**src/rtl/mem_arb_pkg.sv**
```systemverilog
// Shared types and constants for the three-way memory arbiter.
// Requester IDs double as round-robin positions.
package mem_arb_pkg;

  typedef enum logic [1:0] {
    IDLE   = 2'd0,
    ACCESS = 2'd1,
    DONE   = 2'd2
  } state_t;

  typedef logic [1:0] req_id_t;

  localparam req_id_t REQ_AW = 2'd0;
  localparam req_id_t REQ_AR = 2'd1;
  localparam req_id_t REQ_P  = 2'd2;

  localparam logic [1:0] OP_IDLE = 2'b00;
  localparam logic [1:0] OP_RD   = 2'b01;
  localparam logic [1:0] OP_WR   = 2'b10;

  function automatic req_id_t rr_next(input req_id_t id);
    return (id >= REQ_P) ? REQ_AW : req_id_t'(id + 2'd1);
  endfunction

  // (base + off) mod 3, base and off both below 4
  function automatic req_id_t rr_idx(input req_id_t base, input logic [1:0] off);
    logic [2:0] s;
    s = {1'b0, base} + {1'b0, off};
    if (s >= 3'd6)      return req_id_t'(s - 3'd6);
    else if (s >= 3'd3) return req_id_t'(s - 3'd3);
    else                return s[1:0];
  endfunction

endpackage

```
**src/rtl/mem_arbiter_if.sv**
```systemverilog
// Requester-side and memory-side signals of the arbiter, bundled for port lists.
interface mem_arbiter_if #(
  parameter int ADDR_W = 12,
  parameter int DATA_W = 32
);
  logic              aw_req_i;
  logic [31:0]       aw_addr_i;
  logic [DATA_W-1:0] aw_data_i;
  logic              aw_done_o;

  logic              ar_req_i;
  logic [31:0]       ar_addr_i;
  logic [DATA_W-1:0] ar_data_o;
  logic              ar_done_o;

  logic [1:0]        p_op_i;
  logic [31:0]       p_addr_i;
  logic [DATA_W-1:0] p_w_data_i;
  logic [DATA_W-1:0] p_r_data_o;
  logic              p_done_o;

  logic [ADDR_W-1:0] mem_addr_o;
  logic [DATA_W-1:0] mem_w_data_o;
  logic              mem_we_o;
  logic [DATA_W-1:0] mem_r_data_i;

  modport slave (
    input  aw_req_i, aw_addr_i, aw_data_i, output aw_done_o,
    input  ar_req_i, ar_addr_i, output ar_data_o, ar_done_o,
    input  p_op_i, p_addr_i, p_w_data_i, output p_r_data_o, p_done_o,
    output mem_addr_o, mem_w_data_o, mem_we_o, input mem_r_data_i
  );

  modport master (
    output aw_req_i, aw_addr_i, aw_data_i, input aw_done_o,
    output ar_req_i, ar_addr_i, input ar_data_o, ar_done_o,
    output p_op_i, p_addr_i, p_w_data_i, input p_r_data_o, p_done_o,
    input  mem_addr_o, mem_w_data_o, mem_we_o, output mem_r_data_i
  );
endinterface

```
**src/rtl/rr_arbiter3.sv**
```systemverilog
// Combinational 3-way round-robin pick: first active request at or after ptr.
module rr_arbiter3
  import mem_arb_pkg::*;
(
  input  logic [2:0] req,
  input  req_id_t    ptr,
  output req_id_t    grant,
  output logic       valid
);
  req_id_t cand;

  always_comb begin
    grant = REQ_AW;
    valid = 1'b0;
    cand  = REQ_AW;
    for (int i = 0; i < 3; i++) begin
      cand = rr_idx(ptr, 2'(i));
      if (!valid && req[cand]) begin
        valid = 1'b1;
        grant = cand;
      end
    end
  end
endmodule

```
**src/rtl/mem_arbiter.sv**
```systemverilog
// Serialises AXI write, AXI read and peripheral accesses onto one single-port
// memory: IDLE picks a winner, ACCESS drives the memory, DONE pulses the ack.
module mem_arbiter
  import mem_arb_pkg::*;
#(
  parameter int ADDR_W = 12,
  parameter int DATA_W = 32
) (
  input  logic clk_i,
  input  logic rst_i,
  mem_arbiter_if.slave bus
);
  state_t            state, state_n;
  req_id_t           ptr, win, gnt;
  logic              gnt_vld;
  logic [2:0]        req;
  logic              wr, we_q;
  logic [ADDR_W-1:0] addr_q, sel_addr;
  logic [DATA_W-1:0] wdata_q, sel_data;
  logic              sel_wr;
  logic [DATA_W-1:0] ar_data_q, p_rdata_q;
  logic              aw_done_q, ar_done_q, p_done_q;
  logic              unused_addr_bits;

  // Reserved op 11 never raises a request
  assign req = {(bus.p_op_i == OP_RD) || (bus.p_op_i == OP_WR),
                bus.ar_req_i, bus.aw_req_i};

  rr_arbiter3 u_rr (
    .req   (req),
    .ptr   (ptr),
    .grant (gnt),
    .valid (gnt_vld)
  );

  always_comb begin
    sel_addr = bus.aw_addr_i[ADDR_W-1:0];
    sel_data = bus.aw_data_i;
    sel_wr   = 1'b1;
    case (gnt)
      REQ_AR: begin
        sel_addr = bus.ar_addr_i[ADDR_W-1:0];
        sel_data = '0;
        sel_wr   = 1'b0;
      end
      REQ_P: begin
        sel_addr = bus.p_addr_i[ADDR_W-1:0];
        sel_data = bus.p_w_data_i;
        sel_wr   = (bus.p_op_i == OP_WR);
      end
      default: ;
    endcase
  end

  always_comb begin
    state_n = state;
    case (state)
      IDLE:    if (gnt_vld) state_n = ACCESS;
      ACCESS:  state_n = DONE;
      DONE:    state_n = IDLE;
      default: state_n = IDLE;
    endcase
  end

  always_ff @(posedge clk_i) begin
    if (rst_i) begin
      state     <= IDLE;
      ptr       <= REQ_AW;
      win       <= REQ_AW;
      wr        <= 1'b0;
      we_q      <= 1'b0;
      addr_q    <= '0;
      wdata_q   <= '0;
      ar_data_q <= '0;
      p_rdata_q <= '0;
      aw_done_q <= 1'b0;
      ar_done_q <= 1'b0;
      p_done_q  <= 1'b0;
    end else begin
      state     <= state_n;
      we_q      <= 1'b0;
      aw_done_q <= 1'b0;
      ar_done_q <= 1'b0;
      p_done_q  <= 1'b0;
      case (state)
        IDLE: if (gnt_vld) begin
          win     <= gnt;
          ptr     <= rr_next(gnt);
          addr_q  <= sel_addr;
          wdata_q <= sel_data;
          wr      <= sel_wr;
          we_q    <= sel_wr;
        end
        ACCESS: begin
          if (!wr && win == REQ_AR) ar_data_q <= bus.mem_r_data_i;
          if (!wr && win == REQ_P)  p_rdata_q <= bus.mem_r_data_i;
          aw_done_q <= (win == REQ_AW);
          ar_done_q <= (win == REQ_AR);
          p_done_q  <= (win == REQ_P);
        end
        default: ;
      endcase
    end
  end

  // Reset kills a write already in its ACCESS cycle
  assign bus.mem_we_o     = we_q & ~rst_i;
  assign bus.mem_addr_o   = addr_q;
  assign bus.mem_w_data_o = wdata_q;
  assign bus.ar_data_o    = ar_data_q;
  assign bus.p_r_data_o   = p_rdata_q;
  assign bus.aw_done_o    = aw_done_q;
  assign bus.ar_done_o    = ar_done_q;
  assign bus.p_done_o     = p_done_q;

  assign unused_addr_bits = ^{bus.aw_addr_i[31:ADDR_W], bus.ar_addr_i[31:ADDR_W],
                              bus.p_addr_i[31:ADDR_W]};
endmodule
```
**src/flat_wrapper.sv**
```systemverilog
// flat-port wrapper written by rule: the top's interface ports become plain ports
module mem_arbiter_flat import mem_arb_pkg::*;
#(
  parameter int ADDR_W = 12,
  parameter int DATA_W = 32
)
  (clk_i, rst_i, bus_aw_req_i, bus_aw_addr_i, bus_aw_data_i, bus_aw_done_o, bus_ar_req_i, bus_ar_addr_i, bus_ar_data_o, bus_ar_done_o, bus_p_op_i, bus_p_addr_i, bus_p_w_data_i, bus_p_r_data_o, bus_p_done_o, bus_mem_addr_o, bus_mem_w_data_o, bus_mem_we_o, bus_mem_r_data_i);
  mem_arbiter_if #(.ADDR_W(ADDR_W), .DATA_W(DATA_W)) bus_i ();
  input  logic clk_i;
  input  logic rst_i;
  input wire logic [$bits(bus_i.aw_req_i)-1:0] bus_aw_req_i;
  input wire logic [$bits(bus_i.aw_addr_i)-1:0] bus_aw_addr_i;
  input wire logic [$bits(bus_i.aw_data_i)-1:0] bus_aw_data_i;
  output wire logic [$bits(bus_i.aw_done_o)-1:0] bus_aw_done_o;
  input wire logic [$bits(bus_i.ar_req_i)-1:0] bus_ar_req_i;
  input wire logic [$bits(bus_i.ar_addr_i)-1:0] bus_ar_addr_i;
  output wire logic [$bits(bus_i.ar_data_o)-1:0] bus_ar_data_o;
  output wire logic [$bits(bus_i.ar_done_o)-1:0] bus_ar_done_o;
  input wire logic [$bits(bus_i.p_op_i)-1:0] bus_p_op_i;
  input wire logic [$bits(bus_i.p_addr_i)-1:0] bus_p_addr_i;
  input wire logic [$bits(bus_i.p_w_data_i)-1:0] bus_p_w_data_i;
  output wire logic [$bits(bus_i.p_r_data_o)-1:0] bus_p_r_data_o;
  output wire logic [$bits(bus_i.p_done_o)-1:0] bus_p_done_o;
  output wire logic [$bits(bus_i.mem_addr_o)-1:0] bus_mem_addr_o;
  output wire logic [$bits(bus_i.mem_w_data_o)-1:0] bus_mem_w_data_o;
  output wire logic [$bits(bus_i.mem_we_o)-1:0] bus_mem_we_o;
  input wire logic [$bits(bus_i.mem_r_data_i)-1:0] bus_mem_r_data_i;
  assign bus_i.aw_req_i = bus_aw_req_i;
  assign bus_i.aw_addr_i = bus_aw_addr_i;
  assign bus_i.aw_data_i = bus_aw_data_i;
  assign bus_aw_done_o = bus_i.aw_done_o;
  assign bus_i.ar_req_i = bus_ar_req_i;
  assign bus_i.ar_addr_i = bus_ar_addr_i;
  assign bus_ar_data_o = bus_i.ar_data_o;
  assign bus_ar_done_o = bus_i.ar_done_o;
  assign bus_i.p_op_i = bus_p_op_i;
  assign bus_i.p_addr_i = bus_p_addr_i;
  assign bus_i.p_w_data_i = bus_p_w_data_i;
  assign bus_p_r_data_o = bus_i.p_r_data_o;
  assign bus_p_done_o = bus_i.p_done_o;
  assign bus_mem_addr_o = bus_i.mem_addr_o;
  assign bus_mem_w_data_o = bus_i.mem_w_data_o;
  assign bus_mem_we_o = bus_i.mem_we_o;
  assign bus_i.mem_r_data_i = bus_mem_r_data_i;
  mem_arbiter #(.ADDR_W(ADDR_W), .DATA_W(DATA_W)) u_core (.clk_i(clk_i), .rst_i(rst_i), .bus(bus_i));
endmodule
```
**config.mk**
```make
export PLATFORM = sky130hd
export DESIGN_NAME = mem_arbiter_flat
export DESIGN_NICKNAME = d
export VERILOG_FILES = /design/src/rtl/mem_arb_pkg.sv /design/src/rtl/mem_arbiter_if.sv /design/src/rtl/rr_arbiter3.sv /design/src/rtl/mem_arbiter.sv /design/src/flat_wrapper.sv
export SDC_FILE = /design/constraint.sdc
export NUM_CORES = 1
export LEC_CHECK = 0
export CAP_MARGIN = 25
export CORE_UTILIZATION = 38
export CTS_CLUSTER_SIZE = 14
export DETAILED_ROUTE_END_ITERATION = 12
export MAX_ROUTING_LAYER = met4
export PLACE_DENSITY = 0.87
export SETUP_SLACK_MARGIN = 0.15
export SYNTH_ARGS = -nofsm -noshare
export SYNTH_HDL_FRONTEND = slang
export SYNTH_HIERARCHICAL = 1
export SYNTH_SLANG_ARGS = --single-unit
```
**constraint.sdc**
```tcl
create_clock -name clk_i -period 4.2 [get_ports clk_i]
set_clock_uncertainty 0.05 [all_clocks]
set_input_delay 0.84 -clock clk_i [delete_from_list [all_inputs] [get_ports clk_i]]
set_output_delay 0.84 -clock clk_i [all_outputs]
set_load 0.05 [all_outputs]
```
==> run metrics <==
# rows 42; CTS tree done; Post-CTS Setup Repair Bufs 0; Routed WL 16,500 um; Synth area leader dfxtp_1; Tcrit/Tclk final 89.6%; post-synthesis sequential area ratio 45.5%; Bufs on Longest Clock Path 2; Routed Antenna Nets 0; Worst-Margin Slew 0.782 ns; Final nets 1,025; htree depth 4; All-Layer GR Usage 23.9%; final core occ 63.7%; outcome finished, final reports clean; area grow syn2layout 62.3%; Inst Count DP 976; ANT cells 0; initial core utilization 39.3%; Syn Inst Count 589; clock latency on the worst-skew pair 0.41 ns; CP max FO 31; Synth area leaders dfxtp_1 (45%), nand2b_1 (8.1%), mux2i_1 (7.1%); Leak 3.13 nW; Syn Nets 795; number of synthesized flops with an enable pin 0; io pins 310; Final setup viols 0; number of global-route vias before repair 5,034; GPL Wtd Cong 0.851; hold path cells 2; aggregate global routing overflow 0; die area 14,300 um2; Avg Inst Size Synth 8.90 um2; First-pass DRT Iterations 6; placeable core region 13,300 um2; pre-CTS WS 0.0454 ns; worst setup margin 0.437 ns; VDD IR max 457 uV; Post-synth top flop dfxtp_1; Levels on crit path 14; largest net degree at the start of global routing 85; Port Buffers 249; vias per cell 5.15; Initial DRC Count 370; Clock Pin Slew Worst Setup and Hold Paths 0.06 ns; first-pass GRT wire length 25,800 um; max-slew violations 0; Most common cell on crit path inv_1; initial antenna violation count 0; post-synth top area share 45.5%; Synth Warn # 6; post-route minimum period 3.76 ns; Max stage delay on crit path 0.46 ns; Non-Filler Cell Area, Final 8510 um2; post-cts sizing count 0; cell area power density 731 nW/um2; Netlist Area Pre-Place 5240 um2; Fmax 0.266 GHz; count leader, synth dfxtp_1; drc violations 0; number of distinct library cells after synthesis 36; die width 119 um; required time of the critical path 4.42 ns; TNS Setup 0 ns; cell count of the worst reg-to-reg path 12; critical path type input pin to flop; layout cells sized above 1 6.25%; startpoint types input pin; RSZ-0062 raised after global routing false; Final Non-Filler Cells 1,008; top cells by count, synth dfxtp_1 (119), nand2b_1 (68), o21ai_0 (52), clkbuf_1 (46), nor2_1 (46); CTS root buf clkbuf_16; slowest stage cell, crit path clkdlybuf4s50_1; DR vias 5,188; Crit path arrival time 3.98 ns; chip height 119 um; placed inst area 7870 um2; Setup crit end kind flop; hold buffers post-CTS 0; max cap viols 0; max_slew headroom 47.8%; final hold vios 0; hold crit path type flop to flop; clk sink count 119; asr flop ratio synth 0%; Yosys reg bits 119; drt wl/cell 16.3 um; CTS buffer count 17; delay-heaviest family, CP buffers and inverters; hpwl dp 11,100 um; CP Cell Sequence clkdlybuf4s50_1 > inv_1 > ha_1 > inv_1 > mux2i_1 > mux2i_1 > nor3b_1 > a211oi_1 > inv_1 > ha_1 > and2_1 > buf_4 > a221oi_1 > nor3_1; Crit path buffers/inverters 5
[through the flow]
stage	total power, mW	hold slack (ns)
after global routing	6.58	0.418
final	6.22	0.405
after detailed placement	4.66	0.399
after floorplan	3.68	0.382
after global placement	4.59	0.391
after CTS	6.24	0.407
[cells by family (layout without fill, tap and decap cells)]
| family | after synthesis | in the layout | synth area share (%) |
|---|---|---|---|
| AOI/OAI and AO/OA | 143 | 143 | 17.5 |
| adders and majority gates | 8 | 8 | 1.91 |
| buffers and inverters | 62 | 305 | 5.04 |
| DFF | 119 | 119 | 45.5 |
| muxes | 37 | 37 | 7.07 |
| and+or+nand+nor | 220 | 220 | 23.0 |
[routing by layer]
layer	share of wire, %	track usage [%]
met1	41	26.1
met3	8.3	7.61
met5	0	-
met4	1.7	8.20
met2	49	40.8
[final timing paths]
| check | endpoint | from | slack (ns) |
|---|---|---|---|
| worst min register to register | u_core/bus.mem_addr_o[11] | u_core/bus.mem_addr_o[11] | 0.41 |
| worst max register to register | u_core/bus.mem_w_data_o[26] | u_core/ptr[0] | 0.92 |
| worst max-delay path | u_core/bus.mem_w_data_o[26] | bus_p_op_i[0] | 0.44 |
| worst min-delay path | u_core/bus.mem_addr_o[11] | u_core/bus.mem_addr_o[11] | 0.41 |
[where the power goes]
group	leakage, nW	switching (mW)	internal, mW	total (mW)
sequential	0.970	0.120	1.36	1.48
combinational	1.86	1.98	1.20	3.18
clock	0.303	0.549	1.01	1.56
[layout make-up]
cell class / count / area, um2
timing repair buffer: 263 / 2630
multi-input combinational: 408 / 2600
clock buffer: 18 / 439
inverter: 10 / 37.5
fill: 1143 / 4840
tap: 176 / 220
sequential: 119 / 2380
clock inverter: 14 / 200
[cell usage in the layout (no fill, tap or decap), types with 21 or more instances in the layout]
| cell type | count |
|---|---|
| mux2i_1 | 37 |
| nor2_1 | 46 |
| nand2_1 | 21 |
| a221oi_1 | 31 |
| nor2b_1 | 34 |
| nand2b_1 | 68 |
| o21ai_0 | 52 |
| dfxtp_1 | 119 |
| clkdlybuf4s50_1 | 248 |
| nor3_1 | 33 |
[sequential cells by signal (all words and copies together) (netlist names)]
signal / count
u_core/bus.ar_data_o: 32
u_core/bus.p_done_o: 1
u_core/win: 2
u_core/bus.mem_addr_o: 12
u_core/bus.ar_done_o: 1
u_core/state: 2
u_core/wr: 1
u_core/bus.p_r_data_o: 32
u_core/ptr: 2
u_core/bus.mem_w_data_o: 32
u_core/bus.aw_done_o: 1
u_core/we_q: 1
[worst register-to-register path: stages, from the launching register on]
cell and delay [ns]:
dfxtp_1 0.38, inv_1 0.06, ha_1 0.38, mux2i_1 0.15, o21ai_0 0.35, nor4b_1 0.40, a211oi_1 0.12, inv_1 0.12
ha_1 0.27, and2_1 0.17, buf_4 0.23, a221oi_1 0.37, nor3_1 0.09
Power figures use the tool's default switching activity.
